$ cat src/rtl/alu_share_arbiter_pkg.sv
// Shared types and constants for the shared-ALU arbiter slice.
package alu_share_pkg;

    typedef enum logic [1:0] {
        IDLE = 2'd0,
        EXEC = 2'd1,
        RESP = 2'd2
    } state_e;

    localparam logic [2:0] OP_AND = 3'b000;
    localparam logic [2:0] OP_OR  = 3'b001;
    localparam logic [2:0] OP_ADD = 3'b010;
    localparam logic [2:0] OP_SUB = 3'b011;
    localparam logic [2:0] OP_SLT = 3'b100;
    localparam logic [2:0] OP_MAX = 3'b100;

endpackage

$ cat src/rtl/alu_share_arbiter_alu.sv
// 32-bit ALU: AND/OR/ADD/SUB/unsigned SLT; undefined opcodes yield 0.
module alu
    import alu_share_pkg::*;
(
    input  logic [31:0] a,
    input  logic [31:0] b,
    input  logic [2:0]  alu_control,
    output logic [31:0] result,
    output logic        zero
);

    always_comb begin
        case (alu_control)
            OP_AND:  result = a & b;
            OP_OR:   result = a | b;
            OP_ADD:  result = a + b;
            OP_SUB:  result = a - b;
            OP_SLT:  result = {31'b0, (a < b)};
            default: result = '0;
        endcase
    end

    assign zero = (result == '0);

endmodule

$ cat src/rtl/alu_share_arbiter.sv
// Round-robin sharing of one ALU among NUM_REQ requesters with a
// backpressured, registered response channel.
module alu_share_arbiter
    import alu_share_pkg::*;
#(
    parameter int unsigned NUM_REQ = 2,
    parameter int unsigned ID_W    = 1
) (
    input  logic                 clk,
    input  logic                 rst_n,
    input  logic [NUM_REQ-1:0]   req_valid,
    output logic [NUM_REQ-1:0]   req_ready,
    input  logic [NUM_REQ*32-1:0] req_a,
    input  logic [NUM_REQ*32-1:0] req_b,
    input  logic [NUM_REQ*3-1:0] req_op,
    output logic                 rsp_valid,
    input  logic                 rsp_ready,
    output logic [ID_W-1:0]      rsp_id,
    output logic [31:0]          rsp_result,
    output logic                 rsp_zero,
    output logic                 rsp_err,
    output logic                 busy
);

    state_e          state_q, state_d;
    logic [ID_W-1:0] rr_ptr_q, rr_ptr_d;
    logic [ID_W-1:0] id_q, id_d;
    logic [31:0]     a_q, a_d, b_q, b_d;
    logic [2:0]      op_q, op_d;
    logic [ID_W-1:0] rsp_id_q, rsp_id_d;
    logic [31:0]     rsp_result_q, rsp_result_d;
    logic            rsp_zero_q, rsp_zero_d;
    logic            rsp_err_q, rsp_err_d;
    logic            rsp_valid_q, rsp_valid_d;
    logic            busy_q, busy_d;

    logic [31:0]     alu_result;
    logic            alu_zero;
    logic            win_found;
    logic [ID_W-1:0] win_id;

    // Search upward from rr_ptr, wrapping at NUM_REQ (not necessarily a power of two).
    always_comb begin
        int unsigned idx;
        logic [NUM_REQ-1:0] shifted;
        win_found = 1'b0;
        win_id    = '0;
        idx       = 0;
        shifted   = '0;
        for (int unsigned k = 0; k < NUM_REQ; k++) begin
            idx = 32'(rr_ptr_q) + k;
            if (idx >= NUM_REQ) idx = idx - NUM_REQ;
            shifted = req_valid >> idx;
            if (!win_found && shifted[0]) begin
                win_found = 1'b1;
                win_id    = ID_W'(idx);
            end
        end
    end

    assign req_ready = (rst_n && state_q == IDLE && win_found) ?
                       (NUM_REQ'(1) << win_id) : '0;

    always_comb begin
        state_d      = state_q;
        rr_ptr_d     = rr_ptr_q;
        id_d         = id_q;
        a_d          = a_q;
        b_d          = b_q;
        op_d         = op_q;
        rsp_id_d     = rsp_id_q;
        rsp_result_d = rsp_result_q;
        rsp_zero_d   = rsp_zero_q;
        rsp_err_d    = rsp_err_q;
        rsp_valid_d  = rsp_valid_q;
        busy_d       = busy_q;
        case (state_q)
            IDLE: begin
                if (win_found) begin
                    a_d      = 32'(req_a >> (32 * win_id));
                    b_d      = 32'(req_b >> (32 * win_id));
                    op_d     = 3'(req_op >> (3 * win_id));
                    id_d     = win_id;
                    rr_ptr_d = (32'(win_id) == NUM_REQ - 1) ? '0 : ID_W'(32'(win_id) + 1);
                    busy_d   = 1'b1;
                    state_d  = EXEC;
                end
            end
            EXEC: begin
                rsp_result_d = alu_result;
                rsp_zero_d   = alu_zero;
                rsp_err_d    = (op_q > OP_MAX);
                rsp_id_d     = id_q;
                rsp_valid_d  = 1'b1;
                state_d      = RESP;
            end
            RESP: begin
                if (rsp_ready) begin
                    rsp_valid_d = 1'b0;
                    busy_d      = 1'b0;
                    state_d     = IDLE;
                end
            end
            default: begin
                rsp_valid_d = 1'b0;
                busy_d      = 1'b0;
                state_d     = IDLE;
            end
        endcase
    end

    always_ff @(posedge clk or negedge rst_n) begin
        if (!rst_n) begin
            state_q      <= IDLE;
            rr_ptr_q     <= '0;
            id_q         <= '0;
            a_q          <= '0;
            b_q          <= '0;
            op_q         <= '0;
            rsp_id_q     <= '0;
            rsp_result_q <= '0;
            rsp_zero_q   <= 1'b0;
            rsp_err_q    <= 1'b0;
            rsp_valid_q  <= 1'b0;
            busy_q       <= 1'b0;
        end else begin
            state_q      <= state_d;
            rr_ptr_q     <= rr_ptr_d;
            id_q         <= id_d;
            a_q          <= a_d;
            b_q          <= b_d;
            op_q         <= op_d;
            rsp_id_q     <= rsp_id_d;
            rsp_result_q <= rsp_result_d;
            rsp_zero_q   <= rsp_zero_d;
            rsp_err_q    <= rsp_err_d;
            rsp_valid_q  <= rsp_valid_d;
            busy_q       <= busy_d;
        end
    end

    alu u_alu (
        .a           (a_q),
        .b           (b_q),
        .alu_control (op_q),
        .result      (alu_result),
        .zero        (alu_zero)
    );

    assign rsp_valid  = rsp_valid_q;
    assign rsp_id     = rsp_id_q;
    assign rsp_result = rsp_result_q;
    assign rsp_zero   = rsp_zero_q;
    assign rsp_err    = rsp_err_q;
    assign busy       = busy_q;

endmodule

$ cat config.mk
export PLATFORM = sky130hd
export DESIGN_NAME = alu_share_arbiter
export DESIGN_NICKNAME = d
export VERILOG_FILES = /design/src/rtl/alu_share_arbiter_pkg.sv /design/src/rtl/alu_share_arbiter_alu.sv /design/src/rtl/alu_share_arbiter.sv
export SDC_FILE = /design/constraint.sdc
export NUM_CORES = 1
export LEC_CHECK = 0
export BUFFER_PORTS_ARGS = -buffer_cell sky130_fd_sc_hd__buf_2
export CAP_MARGIN = 20
export CORE_ASPECT_RATIO = 0.5
export CORE_MARGIN = 2
export CORE_UTILIZATION = 38
export DETAILED_ROUTE_END_ITERATION = 8
export PLACE_DENSITY = 0.66
export SYNTH_ARGS = -nofsm -noshare
export SYNTH_HDL_FRONTEND = slang
export SYNTH_SLANG_ARGS = --single-unit
$ cat constraint.sdc
create_clock -name clk -period 5.6 [get_ports clk]
set_clock_uncertainty 0.1 [all_clocks]
set_input_delay 1.12 -clock clk [delete_from_list [all_inputs] [get_ports clk]]
set_output_delay 1.12 -clock clk [all_outputs]
set_load 0.02 [all_outputs]
# [Yosys cells after proc, flatten, opt, wreduce, memory -nomap -nowiden]
# Index checks and enable logic that the tools add are counted.
[totals] regBits=108 word_cells=68 output_inout_bits=39 input_bits=139
[classes] addsub=6 order_cmp=4 n_bitwise=4 shift=6 n_mux=16 n_mul=1 n_reduce_logical=11 eq_ne=8
[op_table] operator="$pmux W32 S5" count=1
[op_table] operator="$shr A64 B6 Y32" count=2
[op_table] operator="$mux W32" count=2
[op_table] operator="$shr A2 B32 Y1" count=2
[op_table] operator="$add A32 B32 Y32" count=1
[op_table] operator="$and A32 B32 Y32" count=1
[op_table] operator="$logic_not A32 Y1" count=1
[op_table] operator="$lt A32 B32 Y1" count=1
[op_table] operator="$or A32 B32 Y32" count=1
[op_table] operator="$sub A32 B32 Y32" count=1
[op_table] operator="$mux W1" count=7
[op_table] operator="$eq A3 B2 Y1 const B" count=2
[op_table] operator="$mux W2" count=3
[op_table] operator="$pmux W1 S3" count=2
[op_table] operator="$pmux W2 S3" count=1
[op_table] operator="$reduce_and A2 Y1" count=3
[op_table] operator="$shr A6 B3 Y3" count=1
[op_table] operator="$ne A2 B2 Y1 const B" count=2
[op_table] operator="$eq A3 B1 Y1 const B" count=1
[op_table] operator="$eq A3 B3 Y1 const B" count=1
[op_table] operator="$gt A3 B3 Y1 const B" count=1
[op_table] operator="$logic_and A1 B1 Y1" count=3
[op_table] operator="$logic_not A3 Y1" count=1
[op_table] operator="$mul A2 B1 Y3 const A" count=1
[op_table] operator="other kinds (13)" count=14

# [Longest topological paths before layout]
# Gate-level depths: netlist (run 1).
[depth] depth_word=9 depth_mapped=15

# [Cells and area by module]
# A second synthesis (run 1) with hierarchy kept.
[unflattened] cells_unflattened=1132 area_unflattened_um2=9790.6
[modules_own_cells] mod="alu" area_each_um2=5225.0 cells_per_inst=798 n_inst=1
[modules_own_cells] mod="alu_share_arbiter" area_each_um2=4565.6 cells_per_inst=334 n_inst=1

# [Worst setup path after synthesis (run 1)]
# Ideal clock, no wire load.
[synth_timing] kind="in2out" start="input req_valid[0]" end="output req_ready[0]" t_required_ps=4380 slack_ps=1983 arrival_time_ps=2397 cell_stages=5 path_cell_list="o21ai_1 > a21oi_1 > clkbuf_1 > clkbuf_1 > and2_1"
[synth_between] elab_chain_len=7 elab_cells_between_ends=11 classes_between="3 x shift; 5 x mux; 3 x reduce/logical"
[synth_rtl] item="start, declared" line="alu_share_arbiter.sv:11" text="input logic [NUM_REQ-1:0] req_valid,"
[synth_rtl] item="$shr A2 B32 Y1" line="alu_share_arbiter.sv:53" text="shifted = req_valid >> idx;"
[synth_rtl] item="$mux W1" line="alu_share_arbiter.sv:54" text="if (!win_found && shifted[0]) begin"
[synth_rtl] item="$logic_not A1 Y1" line="alu_share_arbiter.sv:54"
[synth_rtl] item="$logic_and A1 B1 Y1" line="alu_share_arbiter.sv:54"
[synth_rtl] item="$mux W1" line="alu_share_arbiter.sv:54"
[synth_rtl] item="$shl A1 B1 Y2 or $logic_and A1 B1 Y1 (tied branches)" line="alu_share_arbiter.sv:62, alu_share_arbiter.sv:61"
[synth_rtl] item="$mux W2 *" line="alu_share_arbiter.sv:61" text="assign req_ready = (rst_n && state_q == IDLE && win_found) ?"
[synth_rtl] item="end, declared" line="alu_share_arbiter.sv:12" text="output logic [NUM_REQ-1:0] req_ready,"
# Mark *: on every way between the ends. The rest lies on a longest branch, timed or not.

# [Worst setup path in the final report (run 1)]
[layout_timing] start="register a_q[0]" end="register rsp_zero_q, in the netlist rsp_zero"
[layout_between] elab_chain_len=3 elab_cells_between_ends=7 classes_between="2 x add/sub; 1 x order compare; 1 x mux; 2 x bitwise; 1 x reduce/logical"
[layout_rtl] item="start, declared" line="alu_share_arbiter.sv:28" text="logic [31:0] a_q, a_d, b_q, b_d;"
[layout_rtl] item="start signal, assigned" line="alu_share_arbiter.sv:117" text="a_q <= '0;"
[layout_rtl] item="start signal, assigned" line="alu_share_arbiter.sv:130" text="a_q <= a_d;"
[layout_rtl] item="$sub A32 B32 Y32 (tied with other cells)" line="alu_share_arbiter_alu.sv:17" text="OP_SUB: result = a - b;"
[layout_rtl] item="$pmux W32 S5 *" line="alu_share_arbiter_alu.sv:13" text="case (alu_control)"
[layout_rtl] item="$logic_not A32 Y1 *" line="alu_share_arbiter_alu.sv:23" text="assign zero = (result == '0);"
[layout_rtl] item="end signal, assigned" line="alu_share_arbiter.sv:135" text="rsp_zero_q <= rsp_zero_d;"
[layout_rtl] item="end, declared" line="alu_share_arbiter.sv:32" text="logic rsp_zero_q, rsp_zero_d;"
# Marked as above.
# A chain may end at the register's enable or synchronous reset.

==> results of run 1 <==
## sequential cells by signal, summed over array words and instances, names as in the netlist, 2 cells and up
signal      flops
op_q            3
rsp_result     32
state_q         2
b_q            32
a_q            32
## layout make-up
class / instances / area [um^2]
fillers: 2549 / 13300
flip-flops and latches: 108 / 2700
well taps: 336 / 420
inverters: 172 / 646
repair buffers: 191 / 993
clock inverters: 4 / 51.3
multi-input cells: 818 / 5840
clock buffers: 12 / 236
## stage by stage
step | util | instance area (um^2)
2_1_floorplan | - | 9480
6_report | 0.450 | 10900
3_5_place_dp | 0.438 | 10600
5_1_grt | 0.450 | 10900
4_1_cts | 0.450 | 10900
3_3_place_gp | 0.438 | 10600
## worst paths after layout
path	depth (start not counted)	to	slack (ns)
max	15	rsp_zero$_DFFE_PN0P_	1.26
min	2	rsp_result[0]$_DFFE_PN0P_	0.37
max reg2reg	15	rsp_zero$_DFFE_PN0P_	1.26
min reg2reg	2	rsp_result[0]$_DFFE_PN0P_	0.37
max in group asynchronous	3	rsp_result[11]$_DFFE_PN0P_	3.32
min in group asynchronous	1	id_q$_DFFE_PN0P_	0.53
## worst reg2reg max path, stage by stage (launching register included)
cell and delay (ns):
dfrtp_1 0.40, inv_1 0.09, ha_1 0.17, inv_1 0.06, fa_1 0.37, nor2b_1 0.16, o21ai_1 0.30, a21oi_1 0.23
nor2_1 0.34, mux2_2 0.38, nor4_1 0.38, nand3_1 0.17, a2111oi_2 0.31, nand4bb_1 0.17, or4_1 0.50, o21ai_1 0.14
## cells in the final DEF (no fill, tap or decap), types with 8 or more instances in the layout
cell type and n:
a311oi_1 8, a21oi_1 81, buf_4 15, o21ai_0 61, buf_2 176, a211oi_1 21, o21a_1 8, a21o_1 14
a31oi_1 11, nand2_1 96, o22ai_1 8, nor2_1 86, dfrtp_1 107, nand3_1 19, o31ai_1 9, a222oi_1 68
clkbuf_16 9, nor4_1 13, ha_1 96, inv_1 166, o21ai_1 8, xnor2_1 16, nand2b_1 14, nor2b_1 13
nor3_1 21
## cells by family (layout without fill, tap and decap cells)
kind of cell               after synthesis  in the layout  synth area share
AOI/OAI and AO/OA                      380            380             0.294
buffers and inverters                  246            379             0.101
xor gates and xnor gates                21             21            0.0194
and+or+nand+nor                        312            312             0.160
muxes                                    7              7           0.00951
DFF                                    108            108             0.285
adders and majority gates               98             98             0.131
## metal layers
metal,vias up,share of wire,GRT usage
li1,4494,-,-
met1,4666,0.47,0.353
met2,319,0.47,0.414
met3,34,0.050,0.0365
met4,0,0.016,0.0654
met5,-,0,0
==> summary.md, run 1 <==
| Metric | Value |
|---|---|
| DR iter-0 viols | `1083` |
| Syn-to-layout area delta | `14.9%` |
| Placed cells | `1625` |
| Count leader, synth | `inv_1` |
| DRT Pass-1 Iters | `9` |
| Crit Path Class | `reg -> reg` |
| Die Height | `116 um` |
| EDFF count, synth | `0` |
| GPL Wtd Cong | `0.982` |
| Syn nets | `1409` |
| #FFs+latches synth | `108` |
| Yosys warning count | `0` |
| Max-slew headroom | `0.428` |
| Final Hold Fails | `0` |
| Hold buffer count at CTS | `0` |
| Vias in the first global route | `9053` |
| Final Worst Setup Slack | `1.26 ns` |
| Class of the worst hold path | `reg -> reg` |
| Reg2reg start | `a_q[0]$_DFFE_PN0P_` |
| I/O pin total | `178` |
| Setup TNS | `0 ns` |
| Drt wl/cell | `20.3 um` |
| Layout cells sized above 1 | `0.184` |
| Fin cells | `1641` |
| Netlist cell types | `90` |
| RSZ-0062 raised after global routing | `false` |
| IO Port Bufs | `177` |
| # setup viols final | `0` |
| Fin crit share | `0.776` |
| All-layer global routing usage | `0.253` |
| Core Region | `24200 um^2` |
| Synth Cell Area | `9480 um^2` |
| Final hold slack | `0.372 ns` |
| Max Fclk | `230 MHz` |
| Root Driver | `clkbuf_16` |
| # resized after CTS | `0` |
| Mapped Cells | `1172` |
| Syn avg cell area | `8.09 um^2` |
| Routed Antenna Nets | `0` |
| Buf+Inv Stages, Crit Path | `2` |
| Worst Tran Pin Value | `0.851 ns` |
| Worst-skew pair later-pin latency | `0.38 ns` |
| Top cells by area, synth | `dfrtp_1 (29%), ha_1 (13%), a222oi_1 (7.2%), inv_1 (6.6%), a21oi_1 (4.3%)` |
| WL final | `33300 um` |
| DRC viols | `1` |
| Detailed placement HPWL | `26200 um` |
| CTS HTree Levels | `3` |
| Rows | `40` |
| Fin. max-slew vios | `0` |
| Vias post-DR | `9513` |
| Crit path from | `a_q[0]$_DFFE_PN0P_` |
| TritonCTS Buffers | `9` |
| Hold Startpoint | `rsp_result[0]$_DFFE_PN0P_` |
| Starting Density | `0.391` |
| Worst path top cell family by delay | `simple AND/OR/NAND/NOR gates` |
| Antenna violations before repair | `0` |
| CP arrival | `4.55 ns` |
| GR Overflow Total | `0` |
| Critical Path Fanout Max | `4` |
| Ys async rst share | `1.00` |
| Largest net degree at the start of global routing | `72` |
| Critical Path Source Type | `register` |
| Tmin final | `4.34 ns` |
| Status | `complete, but fails checks` |
| Post-CTS setup buffer count | `0` |
| Post-synth top area cell | `dfrtp_1` |
| # clock sinks | `108` |
| Prevailing post-synth register cell | `dfrtp_1` |
| Failing checks | `design-rule violations` |
| Register area share after synthesis | `0.285` |
| Reg clk slew, reported paths | `0.07 ns` |
| First-pass GRT wire length | `51300 um` |
| Crit. End Element | `register` |
| Synth top area share | `0.285` |
| CTS tree | `done` |
| Slowest cell on crit path | `or4_1` |
| Clock Path Buffers | `2` |
| # Max-Cap Violations | `0` |
| CP required | `5.80 ns` |
| Vias per cell | `5.80` |
| Die area | `26300 um^2` |
| Antenna fix cells | `0` |
| CP Cell Sequence | `inv_1, ha_1, inv_1, fa_1, nor2b_1, o21ai_1, a21oi_1, nor2_1, mux2_2, nor4_1, nand3_1, a2111oi_2, nand4bb_1, or4_1, o21ai_1` |
| CP max stage delay | `0.50 ns` |
| Final net count | `1537` |
| Place WS | `1.31 ns` |
| Die width | `227 um` |
| Synth cell count leaders | `inv_1 (166), dfrtp_1 (108), ha_1 (96), nand2_1 (96), nor2_1 (87)` |
Power of run 1 is not shown: default switching activity piles up to over one toggle a cycle in this logic, so the estimate is an artifact.
==> run 2, diff against run 1 <==
==> constraint.sdc (replaced) <==
create_clock -name clk -period 4.15 [get_ports clk]
set_clock_uncertainty 0.1 [all_clocks]
set_input_delay 0.83 -clock clk [delete_from_list [all_inputs] [get_ports clk]]
set_output_delay 0.83 -clock clk [all_outputs]
set_load 0.02 [all_outputs]
==> run 2 against run 1 <==
  * The run still ends with design-rule violations left
  * Cell area increased by 6.0%
  * Global-route usage up 1.2 points
  * Routed wire length rose by 4.7%
  * Hold slack worse by 0.16 ns
  * Critical path depth is 1 higher
  * Sequential share of layout area shrank 1.4 points
  * First-iteration DRC count fell by 4.7%
  * Utilization is 2.7 points higher
  * Critical endpoint unchanged
  * Largest cell class unchanged
==> summary.md, run 2 (synthesis gave the netlist of run 1 again) <==
| Metric | Value |
|---|---|
| Status | `complete, but fails checks` |
| Failing checks | `design-rule violations` |
| Place WS | `-0.00966 ns (-1.32 ns)` |
| Rows | `40 (unchanged)` |
| Antenna violations before repair | `0 (unchanged)` |
| DRC viols | `1 (unchanged)` |
| # setup viols final | `0 (unchanged)` |
| Fin. max-slew vios | `0 (unchanged)` |
| Detailed placement HPWL | `27800 um (+6.2%)` |
| Crit Path Class | `reg -> reg` |
| Final net count | `1602 (+4.2%)` |
| Worst reg-to-reg path cell count | `16 (+1)` |
| CTS tree | `done` |
| I/O pin total | `178 (unchanged)` |
| Worst-skew pair later-pin latency | `0.39 ns (about the same)` |
| First-pass GRT wire length | `52900 um (+3.1%)` |
| Die width | `227 um (unchanged)` |
| Class of the worst hold path | `in -> async` |
| Fin crit share | `0.981 (+0.205)` |
| Max-slew headroom | `0.337 (-0.0907)` |
| Layout cells sized above 1 | `0.245 (+0.0613)` |
| Highest-count cells in the layout ignoring fill and taps | `buf_2 (176), inv_1 (165), dfrtp_1 (107), nand2_1 (96), ha_1 (88)` |
| # Max-Cap Violations | `0 (unchanged)` |
| Clock Path Buffers | `2 (unchanged)` |
| Syn-to-layout area delta | `21.9%` |
| Final Cell Area | `11500 um^2 (+6.0%)` |
| CP required | `4.36 ns (-1.44 ns)` |
| DRT Pass-1 Iters | `9 (unchanged)` |
| Critical Path Fanout Max | `3 (-1)` |
| Drt wl/cell | `20.4 um (+0.71%)` |
| Final Hold Fails | `0 (unchanged)` |
| Vias in the first global route | `9319 (+2.9%)` |
| # clock sinks | `108 (unchanged)` |
| Most used routing layer in global routing | `met2` |
| IO Port Bufs | `177 (unchanged)` |
| GPL Wtd Cong | `0.984 (+0.26%)` |
| Vias per cell | `5.74 (-0.98%)` |
| TritonCTS Buffers | `9 (unchanged)` |
| Worst Tran Pin Value | `0.969 ns (+0.119 ns)` |
| GR Overflow Total | `0 (unchanged)` |
| DR iter-0 viols | `1032 (-4.7%)` |
| Root Driver | `clkbuf_16` |
| Core Region | `24200 um^2 (unchanged)` |
| CTS HTree Levels | `3 (unchanged)` |
| Vias post-DR | `9793 (+2.9%)` |
| Final hold slack | `0.210 ns (-0.162 ns)` |
| Largest net degree at the start of global routing | `71 (-1.4%)` |
| Crit. End Element | `register` |
| Die area | `26300 um^2 (unchanged)` |
| All-layer global routing usage | `0.265 (+0.0117)` |
| Starting Density | `0.391 (unchanged)` |
| Met1 Resource Use GR | `0.371 (+0.0174)` |
| CP arrival | `4.29 ns (-0.26 ns)` |
| Hold buffer count at CTS | `0 (unchanged)` |
| Met3 Usage GRT | `0.0436 (+0.00710)` |
| Most common cell after layout, fill and taps aside | `buf_2` |
| Max Fclk | `246 MHz (+6.7%)` |
| Die Height | `116 um (unchanged)` |
| Routed Antenna Nets | `0 (unchanged)` |
| WL final | `34800 um (+4.7%)` |
| Reg clk slew, reported paths | `0.07 ns (about the same)` |
| Antenna fix cells | `0 (unchanged)` |
| Tmin final | `4.07 ns (-0.273 ns)` |
| Met2 Usage GRT | `0.428 (+0.0146)` |
| Placed instance area | `11100 um^2 (+4.4%)` |
| Final core occ | `0.477 (+0.0271)` |
| Final Worst Setup Slack | `0.0789 ns (-1.18 ns)` |
| Critical Path Source Type | `register` |
==> run 2: cell types whose count changed in the layout (fill, tap and decap cells not counted), moves of 4 or more <==
| cell | before | now |
|---|---|---|
| buf_4 | 15 | 79 |
| ha_1 | 96 | 88 |
| a21oi_1 | 81 | 77 |
| ha_2 | 0 | 6 |
| a21oi_2 | 1 | 5 |
==> run 2: area by class of cell <==
| cell class | instances | area (um^2) |
|---|---|---|
| clock inverter | 3 | 21.3 |
| timing repair buffer | 256 | 1490 |
| clock buffer | 13 | 260 |
| inverter | 172 | 646 |
| tap | 336 | 420 |
| sequential | 108 | 2700 |
| fill | 2410 | 12700 |
| multi-input combinational | 818 | 6000 |
==> run 2: final timing paths <==
path	start	endpoint	slack, ns
worst min-delay path	rst_n	a_q[28]$_DFFE_PN0P_	0.21
min in group clk	rsp_result[18]$_DFFE_PN0P_	rsp_result[18]$_DFFE_PN0P_	0.38
worst min register to register	rsp_result[18]$_DFFE_PN0P_	rsp_result[18]$_DFFE_PN0P_	0.38
max in group asynchronous	rst_n	rsp_err$_DFFE_PN0P_	2.65
worst max-delay path	a_q[0]$_DFFE_PN0P_	rsp_zero$_DFFE_PN0P_	0.08
worst max register to register	a_q[0]$_DFFE_PN0P_	rsp_zero$_DFFE_PN0P_	0.08
==> run 2: per-stage QoR <==
stage	instances	TNS [ns]
6_report	1706	0
5_1_grt	1706	-0.0711
3_5_place_dp	1685	-0.00966
2_1_floorplan	1172	0
4_1_cts	1702	0
3_3_place_gp	1685	0
==> run 2: metal layers <==
layer | part of all wire | vias to the layer above
met5 | 0 | -
met4 | 0.018 | 0
met3 | 0.053 | 42
met2 | 0.46 | 333
met1 | 0.47 | 4798
li1 | - | 4620
==> run 2: worst max-delay path, cell delays in order, from the launching register on <==
cell and delay (ns):
dfrtp_1 0.42, inv_2 0.10, ha_4 0.14, inv_1 0.05
fa_2 0.34, nor2b_2 0.18, o21ai_2 0.22, nand2_1 0.08
a311o_1 0.36, nor3_2 0.28, a2111oi_2 0.11, a311oi_1 0.27
buf_4 0.17, nand4_1 0.10, or3b_1 0.42, or4_4 0.53
o21ai_2 0.12
==> run 2: repair_timing <==
action / CTS / global route
gates resized for setup: 1 / 35
setup endpoints to repair: 1 / 1
buffers inserted: 1 / 4
pin swaps: 1 / 12
Power of run 2 is left out for the same reason.
